File: src/rtl/regfile_write_arbiter.sv
// regfile_write_arbiter: shares the reg_file write port between writeback and debug,
// with a starvation bound for debug and a zero-fill clear sequencer.
module regfile_write_arbiter #(
  parameter int DATA_WIDTH     = 32,
  parameter int ADDR_WIDTH     = 5,
  parameter int MAX_WAIT       = 4,
  parameter int CLEAR_ON_RESET = 1,
  parameter int DROP_ZERO      = 0
) (
  input  logic                  clk,
  input  logic                  reset,
  input  logic                  start_clear,
  output logic                  clear_busy,
  input  logic                  wb_valid,
  input  logic [ADDR_WIDTH-1:0] wb_addr,
  input  logic [DATA_WIDTH-1:0] wb_data,
  output logic                  wb_ready,
  input  logic                  dbg_valid,
  input  logic [ADDR_WIDTH-1:0] dbg_addr,
  input  logic [DATA_WIDTH-1:0] dbg_data,
  output logic                  dbg_ready,
  output logic                  rf_we,
  output logic [ADDR_WIDTH-1:0] rf_wrAddr,
  output logic [DATA_WIDTH-1:0] rf_wrData
);
  typedef enum logic {sClear, sRun} stateT;
  localparam stateT RESET_STATE = (CLEAR_ON_RESET != 0) ? sClear : sRun;
  stateT state, nextState;
  logic [ADDR_WIDTH-1:0] cnt, nextCnt, grantAddr, nextAddr;
  logic [DATA_WIDTH-1:0] grantData, nextData;
  logic [3:0] waitCnt, nextWait;
  logic starve, wbAcc, dbgAcc, nextWe;
  assign clear_busy = state == sClear;
  assign starve = waitCnt >= 4'(MAX_WAIT);
  // readies are gated by reset so nothing handshakes while the block is held in reset
  assign wb_ready = !reset && state == sRun && (!starve || !dbg_valid);
  assign dbg_ready = !reset && state == sRun && dbg_valid && (!wb_valid || starve);
  assign wbAcc = wb_valid && wb_ready;
  assign dbgAcc = dbg_valid && dbg_ready;
  assign grantAddr = wbAcc ? wb_addr : dbg_addr;
  assign grantData = wbAcc ? wb_data : dbg_data;
  always_comb begin
    nextState = state;
    nextCnt = cnt;
    nextWait = waitCnt;
    nextWe = 1'b0;
    nextAddr = rf_wrAddr;
    nextData = rf_wrData;
    if (state == sClear) begin
      nextWe = 1'b1;
      nextAddr = cnt;
      nextData = '0;
      nextCnt = cnt + 1'b1;
      nextWait = '0;
      nextState = (cnt == '1) ? sRun : sClear;
    end else begin
      // a dropped $zero write still completes its handshake but leaves the port untouched
      if ((wbAcc || dbgAcc) && !(DROP_ZERO != 0 && grantAddr == '0)) begin
        nextWe = 1'b1;
        nextAddr = grantAddr;
        nextData = grantData;
      end
      nextWait = (dbg_valid && !dbg_ready) ? ((waitCnt == 4'hf) ? waitCnt : waitCnt + 4'd1) : '0;
      if (start_clear) begin
        nextState = sClear;
        nextCnt = '0;
        nextWait = '0;
      end
    end
  end
  always_ff @(posedge clk or posedge reset) begin
    if (reset) begin
      state <= RESET_STATE;
      cnt <= '0;
      waitCnt <= '0;
      rf_we <= 1'b0;
      rf_wrAddr <= '0;
      rf_wrData <= '0;
    end else begin
      state <= nextState;
      cnt <= nextCnt;
      waitCnt <= nextWait;
      rf_we <= nextWe;
      rf_wrAddr <= nextAddr;
      rf_wrData <= nextData;
    end
  end
endmodule

File: config.mk
export PLATFORM = sky130hd
export DESIGN_NAME = regfile_write_arbiter
export DESIGN_NICKNAME = d
export VERILOG_FILES = /design/src/rtl/regfile_write_arbiter.sv
export SDC_FILE = /design/constraint.sdc
export NUM_CORES = 1
export LEC_CHECK = 0
export BUFFER_PORTS_ARGS = -buffer_cell sky130_fd_sc_hd__buf_2
export CORE_MARGIN = 2
export CORE_UTILIZATION = 35
export CTS_CLUSTER_DIAMETER = 60
export CTS_CLUSTER_SIZE = 40
export DETAILED_ROUTE_END_ITERATION = 16
export GPL_ROUTABILITY_DRIVEN = 0
export GPL_TIMING_DRIVEN = 0
export PLACE_DENSITY = 0.6
export SYNTH_ARGS = -nofsm -noshare
export SYNTH_HDL_FRONTEND = slang
export SYNTH_SLANG_ARGS = --single-unit
File: constraint.sdc
create_clock -name clk -period 2.3 [get_ports clk]
set_clock_uncertainty 0.15 [all_clocks]
set_input_delay 0.115 -clock clk [delete_from_list [all_inputs] [get_ports clk]]
set_output_delay 0.115 -clock clk [all_outputs]
set_load 0.02 [all_outputs]
Word-level counts from Yosys, hierarchy flattened
Index checks and enable logic that the tools add are counted.
{"block": "totals", "register_bits": 48, "in_bits": 79, "output_inout_bits": 41, "wordCells": 47}
{"block": "classes", "n_addsub": 2, "n_lt_le_gt_ge": 1, "n_eq_ne": 5, "n_mux": 17, "bitwise_logic": 1, "n_reduce_logical": 15}
{"cell": "$mux W32", "count": 3}
{"cell": "$mux W5", "count": 5}
{"cell": "$mux W4", "count": 4}
{"cell": "$logic_and A1 B1 Y1", "count": 7}
{"cell": "$add A5 B1 Y5 const B", "count": 1}
{"cell": "$eq A5 B5 Y1 const B", "count": 1}
{"cell": "$logic_not A1 Y1", "count": 5}
{"cell": "$mux W1", "count": 5}
{"cell": "$add A4 B1 Y4 const B", "count": 1}
{"cell": "$eq A4 B4 Y1 const B", "count": 1}
{"cell": "$ge A4 B3 Y1 const B", "count": 1}
{"cell": "$ne A4 B4 Y1 const B", "count": 1}
{"cell": "$logic_or A1 B1 Y1", "count": 3}
{"cell": "$ne A2 B1 Y1 const B", "count": 1}
{"cell": "$ne A2 B2 Y1 const B", "count": 1}
{"cell": "$not A1 Y1", "count": 1}

Longest topological paths before layout
{"block": "logic_depth", "ltp_word": 9, "depth_mapped": 6, "depth_no_buf": 4}

Worst setup path before layout
No wires, ideal clock.
{"block": "synth_path", "path_type": "input port to flip-flop", "startpoint": "input port reset", "endpoint": "register rf_wrAddr[0]", "setup_ns": 0.088, "arrival_time_ns": 1.908, "required_time_ns": 2.062, "slack_ns": 0.153, "stages": 5, "path_buffers": 2, "path_cell_list": "buf_2 clkbuf_1 inv_1 nand4_1 a41oi_1"}
{"block": "synth_between", "elab_chain_len": 7, "elab_cells_between_ends": 12, "classes_between": "1 x eq/ne; 3 x mux; 8 x reduce/logical"}
{"element": "start: declaration", "line": "11", "rtl": "input logic reset,"}
{"element": "$logic_not A1 Y1 (no line) (*)"}
{"element": "$logic_and A1 B1 Y1 (*)", "line": "36, 37"}
{"element": "$logic_and A1 B1 Y1 (on tied branches)", "line": "36, 37"}
{"element": "$logic_and A1 B1 Y1 (on tied branches)", "line": "38, 37"}
{"element": "$mux W5 / $logic_and A1 B1 Y1 (equally long branches)", "line": "40, 39"}
{"element": "$mux W5 / $logic_or A1 B1 Y1 (equally long branches)", "line": "58", "rtl": "if ((wbAcc || dbgAcc) && !(DROP_ZERO != 0 && grantAddr == '0)) begin"}
{"element": "$mux W5 / $ne A2 B1 Y1 (equally long branches)"}
{"element": "end signal: assignment", "line": "84", "rtl": "rf_wrAddr <= nextAddr;"}
{"element": "end: declaration", "line": "23", "rtl": "output logic [ADDR_WIDTH-1:0] rf_wrAddr,"}
Mark *: on every way between the ends. The rest lies on a longest branch, timed or not. The select of a mux whose other input is x is not followed.
A chain may end at the register's enable or synchronous reset.

Worst setup path in the final report
{"block": "layout_path", "startpoint": "register waitCnt[2]", "endpoint": "register rf_wrData[23]"}
{"block": "layout_between", "elab_chain_len": 8, "elab_cells_between_ends": 13, "classes_between": "1 x order compare; 1 x eq/ne; 3 x mux; 8 x reduce/logical"}
{"element": "start: declaration", "line": "31", "rtl": "logic [3:0] waitCnt, nextWait;"}
{"element": "start signal: assignment", "line": "82", "rtl": "waitCnt <= nextWait;"}
{"element": "$ge A4 B3 Y1 (*)", "line": "34", "rtl": "assign starve = waitCnt >= 4'(MAX_WAIT);"}
{"element": "$logic_not A1 Y1", "line": "36", "rtl": "assign wb_ready = !reset && state == sRun && (!starve || !dbg_valid);"}
{"element": "$logic_or A1 B1 Y1", "line": "36"}
{"element": "$logic_and A1 B1 Y1", "line": "36"}
{"element": "$logic_and A1 B1 Y1", "line": "38", "rtl": "assign wbAcc = wb_valid && wb_ready;"}
{"element": "$mux W32", "line": "41", "rtl": "assign grantData = wbAcc ? wb_data : dbg_data;"}
{"element": "$mux W32", "line": "58"}
{"element": "$mux W32", "line": "49", "rtl": "if (state == sClear) begin"}
{"element": "end signal: assignment", "line": "85", "rtl": "rf_wrData <= nextData;"}
{"element": "end: declaration", "line": "24", "rtl": "output logic [DATA_WIDTH-1:0] rf_wrData"}
Marked as above.

==> impl_metrics.csv <==
group,metric,value,unit
outcome,status,"finished, final reports clean",
sta,fin_crit_sh,96.0,%
floorplanning,die-area,8500,sq um
place,placed_area,3470,sq um
clock_network,clock_path_buffers,2,
worst_setup_path,cp_max_fo,10,
place,port_buffers,118,
yosys,syn-num-nets,372,
worst_setup_path,critPathLaunchType,"register",
detailed_routing,routed_via_density,5.54,
cells_and_area,finish.instance_area,4280,sq um
detailed_routing,totalWireLength,9790,um
yosys,yosysSeqAreaShare,44.1,%
floorplanning,io_pins,120,
worst_setup_path,required,2350,ps
floorplanning,core,7650,sq um
detailed_routing,ant_nets,0,
clock_network,clk_pin_slew,100,ps
cells_and_area,finalNetCount,567,
global_route,grt_pass1_wl,15400,um
cells_and_area,drive_gt1_share,31.9,%
cells_and_area,syn2layout_area_growth,57.1,%
sta,hold_slack,10.9,ps
sta,layout_min_cycle_time,2210,ps
global_route,antenna_found_initial,0,
detailed_routing,drt-initial-drc-count,197,
sta,rsz0062_at_grt,"no",
floorplanning,rows,32,
yosys,syn_inst,290,
power_and_ir_drop,finalPower,2.58,mW
clock_network,clk_latency,300,ps
cells_and_area,antenna_cells,0,
detailed_routing,drcViolationCount,0,
global_route,overflow,0,
sta,max_freq,453,MHz
detailed_routing,avgRoutedWirePerCell,16.7,um
cells_and_area,fillCellCount,719,
yosys,yosys_warnings,0,
floorplanning,die_w,92.2,um
worst_hold_path,hp-class,"in -> reg",
clock_network,cts_tree,"built",
yosys,yosysUniqueCellTypes,37,
global_route,grt_pass1_vias,3190,
clock_network,clock_sinks,48,
worst_setup_path,end_kind,"register",
detailed_routing,vias,3256,
clock_network,h-tree-depth,2,
power_and_ir_drop,peakVddDrop,0.000266,V
clock_network,numCtsBuffers,5,
sta,slew_headroom,56.3,%
global_route,track_usage,22.5,%
sta,setup_viol,0,
floorplanning,die_h,92.2,um
cells_and_area,utilization,55.9,%
yosys,yosys_register_bits,48,
yosys,syn-mean-instance-area,9.39,sq um
place,hpwl,6620,um
global_route,grt_start_max_net_pins,30,
power_and_ir_drop,power.leakage,1.98,nW
floorplanning,start_util,35.6,%
yosys,synth_area,2720,sq um
detailed_routing,firstDrtPassIters,4,
clock_network,clockRootBuffer,"clkbuf_8",
sta,slew_violations,0,
sta,hold_viol_final,0,
power_and_ir_drop,power_density,602,nW/um^2
sta,worst_slew_pin_slew,655,ps
worst_setup_path,worst_ep_arrival_time,2260,ps
run,max_cap_viol_count,0,
worst_setup_path,critPathKind,"reg -> reg",
## flip-flops by register name (all words and copies together), names as in the netlist
register   cells
rf_wrAddr      5
rf_wrData     32
state          1
rf_we          1
cnt            5
waitCnt        4
## cell families after synthesis
kind of cell	share of synthesized area [%]
muxes	0.367
and+or+nand+nor	22.2
xor gates and xnor gates	0.643
AOI/OAI and AO/OA	23.6
buffers and inverters	7.76
DFF	44.1
adders and majority gates	1.38
## path summary, 6_finish.rpt
kind,start,endpoint,slack (ps),cells after the start
max,waitCnt[2],rf_wrData[23],90,7
min,wb_addr[3],rf_wrAddr[3],10,3
max reg2reg,waitCnt[2],rf_wrData[23],90,7
min reg2reg,cnt[4],cnt[4],410,1
max in group asynchronous,reset,rf_wrData[18],1310,4
min in group asynchronous,reset,rf_wrData[25],140,3
## through the flow
step                worst slack [ps]  setup TNS [ps]  std cells
CTS                             71.6               0        588
global placement                -575          -16390        510
finish                          92.7               0        588
detailed placement               478               0        511
global route                    11.6               0        588
floorplan                        153               0        290
## synth_stat cells
library cell  count  area (sq um)
a22o_1            1          8.76
a41oi_1           1          8.76
o21ai_0           5          25.0
nand2_1           5          18.8
a21o_1            1          7.51
nor3_1           39           195
o211ai_1          1          7.51
nand3b_1          1          7.51
a2111oi_0         4          35.0
o311ai_0          2          17.5
o311ai_1         30           263
clkbuf_1         12          45.0
o22ai_1           5          31.3
nor3b_4           1          18.8
or3b_1            1          8.76
nand3_1           4          20.0
nand4_1          34           213
xnor2_1           1          8.76
buf_2            22           110
o2bb2ai_1         1          8.76
buf_1             3          11.3
inv_1             3          11.3
nor3b_1           1          7.51
o21a_1            1          7.51
nor4b_1           4          35.0
dfrtp_1          48          1200
nor2b_1           2          12.5
mux2i_1           1          10.0
a31oi_1          33           206
ha_1              3          37.5
and3_1            1          6.26
o21ai_1           1          5.00
o21ba_2           1          10.0
nor2_1            8          30.0
xor2_1            1          8.76
buf_6             3          33.8
nand2b_1          5          31.3
## layer usage
layer,wire length (um),up-vias,part of all wire [%],GRT usage [%]
met5,0,-,0,0
li1,-,1559,-,-
met3,645,10,6.6,3.62
met2,4670,135,48,36.4
met1,4380,1552,45,30.9
met4,98,0,1.0,7.09
## timing repair
item	4_1_cts	5_1_grt
setup buffers	0	0
gates resized for setup	0	5
hold endpoints to repair	36	0
hold buffers	69	0
endpoints found under the setup margin	0	1
## power by group
part	switching, mW	internal [mW]	leakage, nW
Clock	0.305	0.324	0.0552
Combinational	0.474	0.394	1.29
Sequential	0.103	0.978	0.644
Total	0.881	1.70	1.98
## placed cells by master (no fill, tap or decap), types with 4 or more instances in the layout
cell           instances
dlygate4sd3_1         69
clkbuf_1              13
nor4b_1                4
clkbuf_8               5
o311ai_1              30
buf_2                138
dfrtp_1               48
nor3_1                38
a2111oi_0              4
nand3_1                4
nand4_1               34
nand2_1                5
nand2b_1               5
o22ai_1                5
o21ai_0                5
a31oi_1               33
nor2_1                 8
## final cells by class
type | count | area [sq um] | area share (%)
buffer | 40 | 205 | 4.80
tap | 102 | 128 | 2.98
timing repair buffer | 188 | 1310 | 30.6
multi-input combinational | 199 | 1320 | 30.8
clock inverter | 2 | 35.0 | 0.819
sequential | 48 | 1200 | 28.1
inverter | 3 | 11.3 | 0.263
clock buffer | 6 | 72.6 | 1.70
## critical path: stages (launching register included)
cell	delay [ps]
dfrtp_1	370
buf_4	160
or3b_1	370
buf_4	170
buf_6	140
nand4_1	100
a31oi_1	80
dlygate4sd3_1	570
No activity file was read; power rests on OpenSTA's default activity.
